`config.mk`:
```
export PLATFORM = sky130hd
export DESIGN_NAME = bcd_scan_driver
export DESIGN_NICKNAME = d
export VERILOG_FILES = /design/src/rtl/bcd_scan_driver.sv
export SDC_FILE = /design/constraint.sdc
export NUM_CORES = 1
export LEC_CHECK = 0
export CAP_MARGIN = 20
export CORE_UTILIZATION = 57
export CTS_BUF_LIST = sky130_fd_sc_hd__clkbuf_8 sky130_fd_sc_hd__clkbuf_16
export DETAILED_ROUTE_END_ITERATION = 7
export MAX_ROUTING_LAYER = met4
export PLACE_DENSITY = 0.87
export SLEW_MARGIN = 40
export SYNTH_ARGS = -nofsm -noshare
export SYNTH_HDL_FRONTEND = slang
export SYNTH_SLANG_ARGS = --single-unit
export TNS_END_PERCENT = 5
```
`constraint.sdc`:
```
create_clock -name clk -period 3.6 [get_ports clk]
set_clock_uncertainty 0.1 [all_clocks]
set_input_delay 0.72 -clock clk [delete_from_list [all_inputs] [get_ports clk]]
set_output_delay 0.72 -clock clk [all_outputs]
set_load 0.05 [all_outputs]
```
`src/rtl/bcd_scan_driver.sv`:
```
// Multiplexed BCD display scanner: BLANK/SHOW per digit, frame-synchronous display update.
// Optional LEADING_ZERO_BLANK_EN suppresses leading zero digits (digit 0 always lit).
module bcd_scan_driver #(
    parameter int NUM_DIGITS   = 4,
    parameter int DWELL_CYCLES = 1000,
    parameter int BLANK_CYCLES = 8
) (
    input  logic                    clk,
    input  logic                    rst_n,
    input  logic [4*NUM_DIGITS-1:0] digits_in,
    input  logic                    load,
    output logic [3:0]              bcd_out,
    output logic [NUM_DIGITS-1:0]   digit_sel,
    output logic                    frame_end
);
    localparam int MAXC = (DWELL_CYCLES > BLANK_CYCLES) ? DWELL_CYCLES : BLANK_CYCLES;
    localparam int CW   = $clog2(MAXC + 1);
    localparam int IW   = (NUM_DIGITS > 1) ? $clog2(NUM_DIGITS) : 1;

    typedef enum logic {BLANK, SHOW} state_t;

    state_t                  state_q, state_d;
    logic [CW-1:0]           cnt_q, cnt_d;
    logic [IW-1:0]           idx_q, idx_d;
    logic [4*NUM_DIGITS-1:0] display_q, display_d;
    logic [4*NUM_DIGITS-1:0] shadow_q, shadow_d;
    logic                    pending_q, pending_d;
    logic [3:0]              bcd_out_q, bcd_out_d;
    logic [NUM_DIGITS-1:0]   digit_sel_q, digit_sel_d;
    logic                    frame_end_q, frame_end_d;
`ifdef LEADING_ZERO_BLANK_EN
    logic [NUM_DIGITS-1:0]   lz;
    logic                    acc;
`endif

    always_ff @(posedge clk or negedge rst_n) begin
        if (!rst_n) begin
            state_q     <= BLANK;
            cnt_q       <= '0;
            idx_q       <= '0;
            display_q   <= '0;
            shadow_q    <= '0;
            pending_q   <= 1'b0;
            bcd_out_q   <= '0;
            digit_sel_q <= '0;
            frame_end_q <= 1'b0;
        end else begin
            state_q     <= state_d;
            cnt_q       <= cnt_d;
            idx_q       <= idx_d;
            display_q   <= display_d;
            shadow_q    <= shadow_d;
            pending_q   <= pending_d;
            bcd_out_q   <= bcd_out_d;
            digit_sel_q <= digit_sel_d;
            frame_end_q <= frame_end_d;
        end
    end

    always_comb begin
        state_d   = state_q;
        cnt_d     = cnt_q + CW'(1);
        idx_d     = idx_q;
        display_d = display_q;
        shadow_d  = shadow_q;
        pending_d = pending_q;

        case (state_q)
            BLANK: if (cnt_q == CW'(BLANK_CYCLES - 1)) begin
                state_d = SHOW;
                cnt_d   = '0;
            end
            default: if (cnt_q == CW'(DWELL_CYCLES - 1)) begin
                state_d = BLANK;
                cnt_d   = '0;
                idx_d   = (idx_q == IW'(NUM_DIGITS - 1)) ? '0 : idx_q + IW'(1);
            end
        endcase

        // frame_end_q marks the current cycle as the last of the frame,
        // so the display only ever changes on a frame boundary.
        if (frame_end_q) begin
            if (load)           display_d = digits_in;
            else if (pending_q) display_d = shadow_q;
            pending_d = 1'b0;
        end else if (load) begin
            shadow_d  = digits_in;
            pending_d = 1'b1;
        end

        // Outputs are registered from the next-state decode so they line up with the state.
        bcd_out_d   = display_d[{idx_d, 2'b00} +: 4];
        digit_sel_d = (state_d == SHOW) ? (NUM_DIGITS'(1) << idx_d) : '0;
        frame_end_d = (state_d == SHOW) && (cnt_d == CW'(DWELL_CYCLES - 1)) &&
                      (idx_d == IW'(NUM_DIGITS - 1));

`ifdef LEADING_ZERO_BLANK_EN
        acc = 1'b1;
        lz  = '0;
        for (int i = NUM_DIGITS - 1; i >= 0; i--) begin
            acc   = acc & (display_d[4*i +: 4] == 4'h0);
            lz[i] = acc;
        end
        if (idx_d != '0 && lz[idx_d]) begin
            bcd_out_d   = 4'hF;
            digit_sel_d = '0;
        end
`endif
    end

    assign bcd_out   = bcd_out_q;
    assign digit_sel = digit_sel_q;
    assign frame_end = frame_end_q;
endmodule

```
== Word-level counts from Yosys, hierarchy flattened ==
Index checks and enable logic that the tools add are counted.
Widths: inputs -> output; s select.

* Memories: 0
* Bits in writable memories: 0
* Word-level logic and storage cells: 38
* Bits of input ports: 19
* Output and inout bits: 9
* Memory bits (read-only): 0
* Bits in registers: 55
* Latch bits: 0

* Add/sub/neg operators: 2
* Reductions and logical operators: 4
* Divide/modulo/power cells: 0
* Bitwise logic cells: 1
* $mul: 0
* $lt $le $gt $ge: 0
* Shift-type cells: 2
* Equal/unequal tests: 5
* Multiplexer cells: 15

{| class="wikitable"
|+ Operators by type and width
! kind !! number
|-
| $mux 16 || 3
|-
| $mux 10 || 3
|-
| $eq 10x10->1 const B || 2
|-
| $shiftx 16x5->4 || 1
|-
| $add 10x1->10 const B || 1
|-
| $eq 10x3->1 const B || 1
|-
| $mux 2 || 3
|-
| $mux 1 || 5
|-
| $eq 2x2->1 const B || 2
|-
| $mux 4 || 1
|-
| $shl 1x2->4 const A || 1
|-
| $add 2x1->2 const B || 1
|-
| $logic_and 1x1->1 || 2
|-
| $reduce_and 2->1 || 1
|-
| $reduce_bool 2->1 || 1
|-
| $not 1->1 || 1
|}

== Logic depth before layout (Yosys ltp) ==
* Depth in word-level cells: 6
* Gate-level depth with buffers: 8
* Mapped depth without buffers: 7

== Worst setup path before layout ==
Ideal clock, no wire load.

* Path type: input to register
* From: input port load
* To: register shadow_q[0]
* Stages: 4
* Slack: 1,516 ps
* Required time: 3,375 ps
* Arrival time: 1,859 ps
* Library setup time: 125 ps
* Buffers on the path: 1
* Path through: inv_1 nor2_1 clkbuf_1 mux2_2

* Word-level cells in the longest chain between the ends: 1

{| class="wikitable"
|+ Ends and longest elaborated chain
! element !! RTL line !! text
|-
| start: declaration || 11 || <nowiki>input logic load,</nowiki>
|-
| $reduce_and 2->1 (no line) || -- ||
|-
| end signal: assignment || 52 || <nowiki>shadow_q <= shadow_d;</nowiki>
|-
| end: declaration || 26 || <nowiki>logic [4*NUM_DIGITS-1:0] shadow_q, shadow_d;</nowiki>
|}

Every way passes these cells.
A chain may end at the register's enable or synchronous reset.

== Worst setup path in the final report ==
* From: register cnt_q[0]
* To: register frame_end_q (netlist: frame_end)

* Elaborated cells on any way between the ends: 15
* Classes of those cells: 1 x add/sub; 4 x eq/ne; 8 x mux; 2 x reduce/logical

{| class="wikitable"
|+ RTL lines
! element !! RTL line !! text
|-
| start: declaration || 23 || <nowiki>logic [CW-1:0] cnt_q, cnt_d;</nowiki>
|-
| start signal: assignment || 49 || <nowiki>cnt_q <= cnt_d;</nowiki>
|-
| $eq 10x10->1 || 73 || <nowiki>default: if (cnt_q == CW'(DWELL_CYCLES - 1)) begin</nowiki>
|-
| $mux 2 || 73 ||
|-
| $mux 2 || 68 || <nowiki>case (state_q)</nowiki>
|-
| via idx_d[1] || 24 || <nowiki>logic [IW-1:0] idx_q, idx_d;</nowiki>
|-
| $eq 2x2->1 || 95 || <nowiki>(idx_d == IW'(NUM_DIGITS - 1));</nowiki>
|-
| $logic_and 1x1->1 || 94 || <nowiki>frame_end_d = (state_d == SHOW) && (cnt_d == CW'(DWELL_CYCLES - 1)) &&</nowiki>
|-
| via frame_end_d || 30 || <nowiki>logic frame_end_q, frame_end_d;</nowiki>
|-
| end signal: assignment || 56 || <nowiki>frame_end_q <= frame_end_d;</nowiki>
|-
| end: declaration || 30 ||
|}

The timed path passes the listed nets, and every way through them passes these cells.

==> impl_metrics.ini <==
[pwr]
powerDensity_nw_per_um2 = 402
power_leakage_uw = 0.00128
ir_drop_v = 0.000289

[logic_synthesis]
syn_area_um2 = 2500
synth_edf_count = 0
synth-seq-cells = 55
ys_seq_area_frac = 0.551
synth_warnings = 0
synthCells = 238
synthFlopType = dfrtp_1
ys_async_sr_fraction = 1.00
ys_top_cells_by_area = dfrtp_1 55%, mux2_2 7.2%, nor2_1 5.0%
synth_area_leader_cell = dfrtp_1
synth.distinct_cells = 36
synth_top_cell_area_share = 0.551
synth_nets = 259
syn_area_per_cell_um2 = 10.5

[grt]
grt_use_met2 = 0.404
grt_pass1_vias = 1765
grt_util_met1 = 0.335
grt_use_total = 0.257
top_usage_layer = met2
grt_max_degree = 38
grt_pass1_wl_mm = 8.34
antenna_found_initial = 0
use_met3 = 0.0550
grt_overflow = 0

[cts]
cts-root-buf = clkbuf_8
clock_path_buffers = 2
cts_resized = 0
cts-htree-levels = 2
postCtsSetupRepairBufs = 0
cts_hold_buf = 0
cts_tree = yes
numCtsBuffers = 5
clk_pin_slew_worst_paths_ns = 0.09
clock_latency_ns = 0.31
cts.sinks = 55

[floorplanning]
dieArea_um2 = 4650
die_x_um = 68.2
start_util = 0.607
core-area_um2 = 4120
rows = 23
fp.dieH_um = 68.2
io_pins = 28

[timing]
hold_violations = 0
rsz0062_at_grt = no
final.setup.tns_ns = 0
setup_viol = 0
slew_headroom = 0.666
max_freq_mhz = 421
fin_hold_ws_ns = 0.256
worstMarginPinSlew_ns = 0.499
period_share = 0.660
finalCriticalPeriod_ns = 2.37
slew_viol_final = 0

[cells_and_area]
stdcell_count = 317
synthToLayoutAreaGrowth_pct = 18.2
nets = 287
multi_input_area_um2 = 1020
antenna-diode-count = 0
seqCellArea_um2 = 1380
fillers = 296
drive_above_1_share = 0.142

[placement]
gp_congestion = 0.937
io_buffers = 27
dp_cells = 309
dp_hpwl_mm = 3.48

[worst_setup_path]
startpoint = cnt_q[0]
end_kind = register
cpLargestDelayFamily = simple AND/OR/NAND/NOR gates
required_ns = 3.73
cp.buffers_inverters = 1
worstPathCellList = ha_1 > nand4bb_4 > or4_1 > and2_1 > inv_6 > nand2_2 > nor3_2
r2r-start = cnt_q[0]
startpoint_type = register
cpMaxStageDelayCell = or4_1
worst-setup-path-type = register to register
worstPathMaxFanout = 10
max_stage_delay_ns = 0.52
cp.arrival_ns = 2.50

[flow_run]
drv_cap = 0

[drt]
via_count = 1881
drt-total-wl_mm = 5.00
drc = 0
drtIter0Drc = 139
dr.pass1.iters = 4
via_per_inst = 5.93
wire_per_inst_um = 15.8
ant_nets = 0

[min_path]
hold_class = input port to async pin

[status]
status = finished, final reports clean
## flip-flops by register name (all words and copies together), names as in the netlist
name	cells
idx_q	2
state_q	1
shadow_q	16
digit_sel	4
frame_end	1
display_q	16
pending_q	1
bcd_out	4
cnt_q	10
## synthesized netlist by cell type, types with 2 or more instances
| library cell | number |
|---|---|
| and2_1 | 2 |
| nand3_1 | 2 |
| o21ai_0 | 9 |
| nand4_1 | 4 |
| nand3b_1 | 3 |
| buf_6 | 2 |
| ha_1 | 2 |
| xnor2_1 | 4 |
| and3_1 | 2 |
| dfrtp_1 | 55 |
| a32oi_1 | 8 |
| mux2_2 | 16 |
| nand2_1 | 24 |
| xor2_1 | 3 |
| o22ai_1 | 3 |
| o2bb2ai_1 | 2 |
| or4_1 | 2 |
| nor2_1 | 33 |
| a21oi_1 | 19 |
| nor2b_1 | 2 |
| clkbuf_1 | 10 |
| inv_1 | 8 |
| mux2i_1 | 2 |
| or2_2 | 2 |
| a211oi_1 | 8 |
## power by group
part / switching, µW / leakage [µW] / internal [µW]
sequential: 8.80 / 0.000702 / 635
combinational: 30.8 / 0.000513 / 38.8
clock: 197 / 0.0000644 / 277
total: 237 / 0.00128 / 951
## cell type report
cell class / count / share of cell area
tap: 50 / 0.0212
clock buffer: 5 / 0.0233
sequential: 55 / 0.466
clock inverter: 3 / 0.0229
inverter: 9 / 0.0131
timing repair buffer: 34 / 0.108
multi-input combinational: 161 / 0.345
## layer usage
metal,up-vias,share of wire
li1,895,-
met1,926,0.46
met2,54,0.48
met3,6,0.045
met4,0,0.012
met5,-,0
## per-stage QoR
stage | area [µm²] | util | setup WS (ns) | power, µW
after floorplan | 2500 | - | 1.52 | 680
after global placement | 2810 | 0.684 | 1.24 | 724
after detailed placement | 2810 | 0.684 | 1.13 | 726
after CTS | 2950 | 0.717 | 1.23 | 1200
after global routing | 2950 | 0.718 | 1.10 | 1230
final | 2950 | 0.718 | 1.23 | 1190
## cell families after synthesis
kind of cell	count (synthesis)	share of synthesized area
fa+ha+maj	2	0.0100
buf+inv	22	0.0416
xor+xnor	7	0.0245
flops	55	0.551
mux	18	0.0801
simple gates	82	0.160
compound gates	52	0.133
## worst paths after layout
check                                    end  slack [ns]  cells after the start
worst min-delay path            shadow_q[11]        0.26                      1
worst max-delay path               frame_end        1.23                      7
worst min register to register      cnt_q[0]        0.39                      1
worst max register to register     frame_end        1.23                      7
max in group asynchronous       display_q[7]        2.61                      2
min in group clk                    cnt_q[0]        0.39                      1
## cell usage in the layout (no fill, tap or decap), drive strengths merged, types with 3 or more instances in the layout
cell           instances
nand2                 25
o22ai                  3
nor2                  33
a21oi                 19
a211oi                 8
nand4                  4
o21ai                  9
clkdlybuf4s50         26
mux2                  16
a32oi                  8
xnor2                  4
dfrtp                 55
xor2                   3
clkbuf                 5
buf                    8
nand3b                 3
inv                    9
Note: power is estimated with default switching activity, not from simulation.
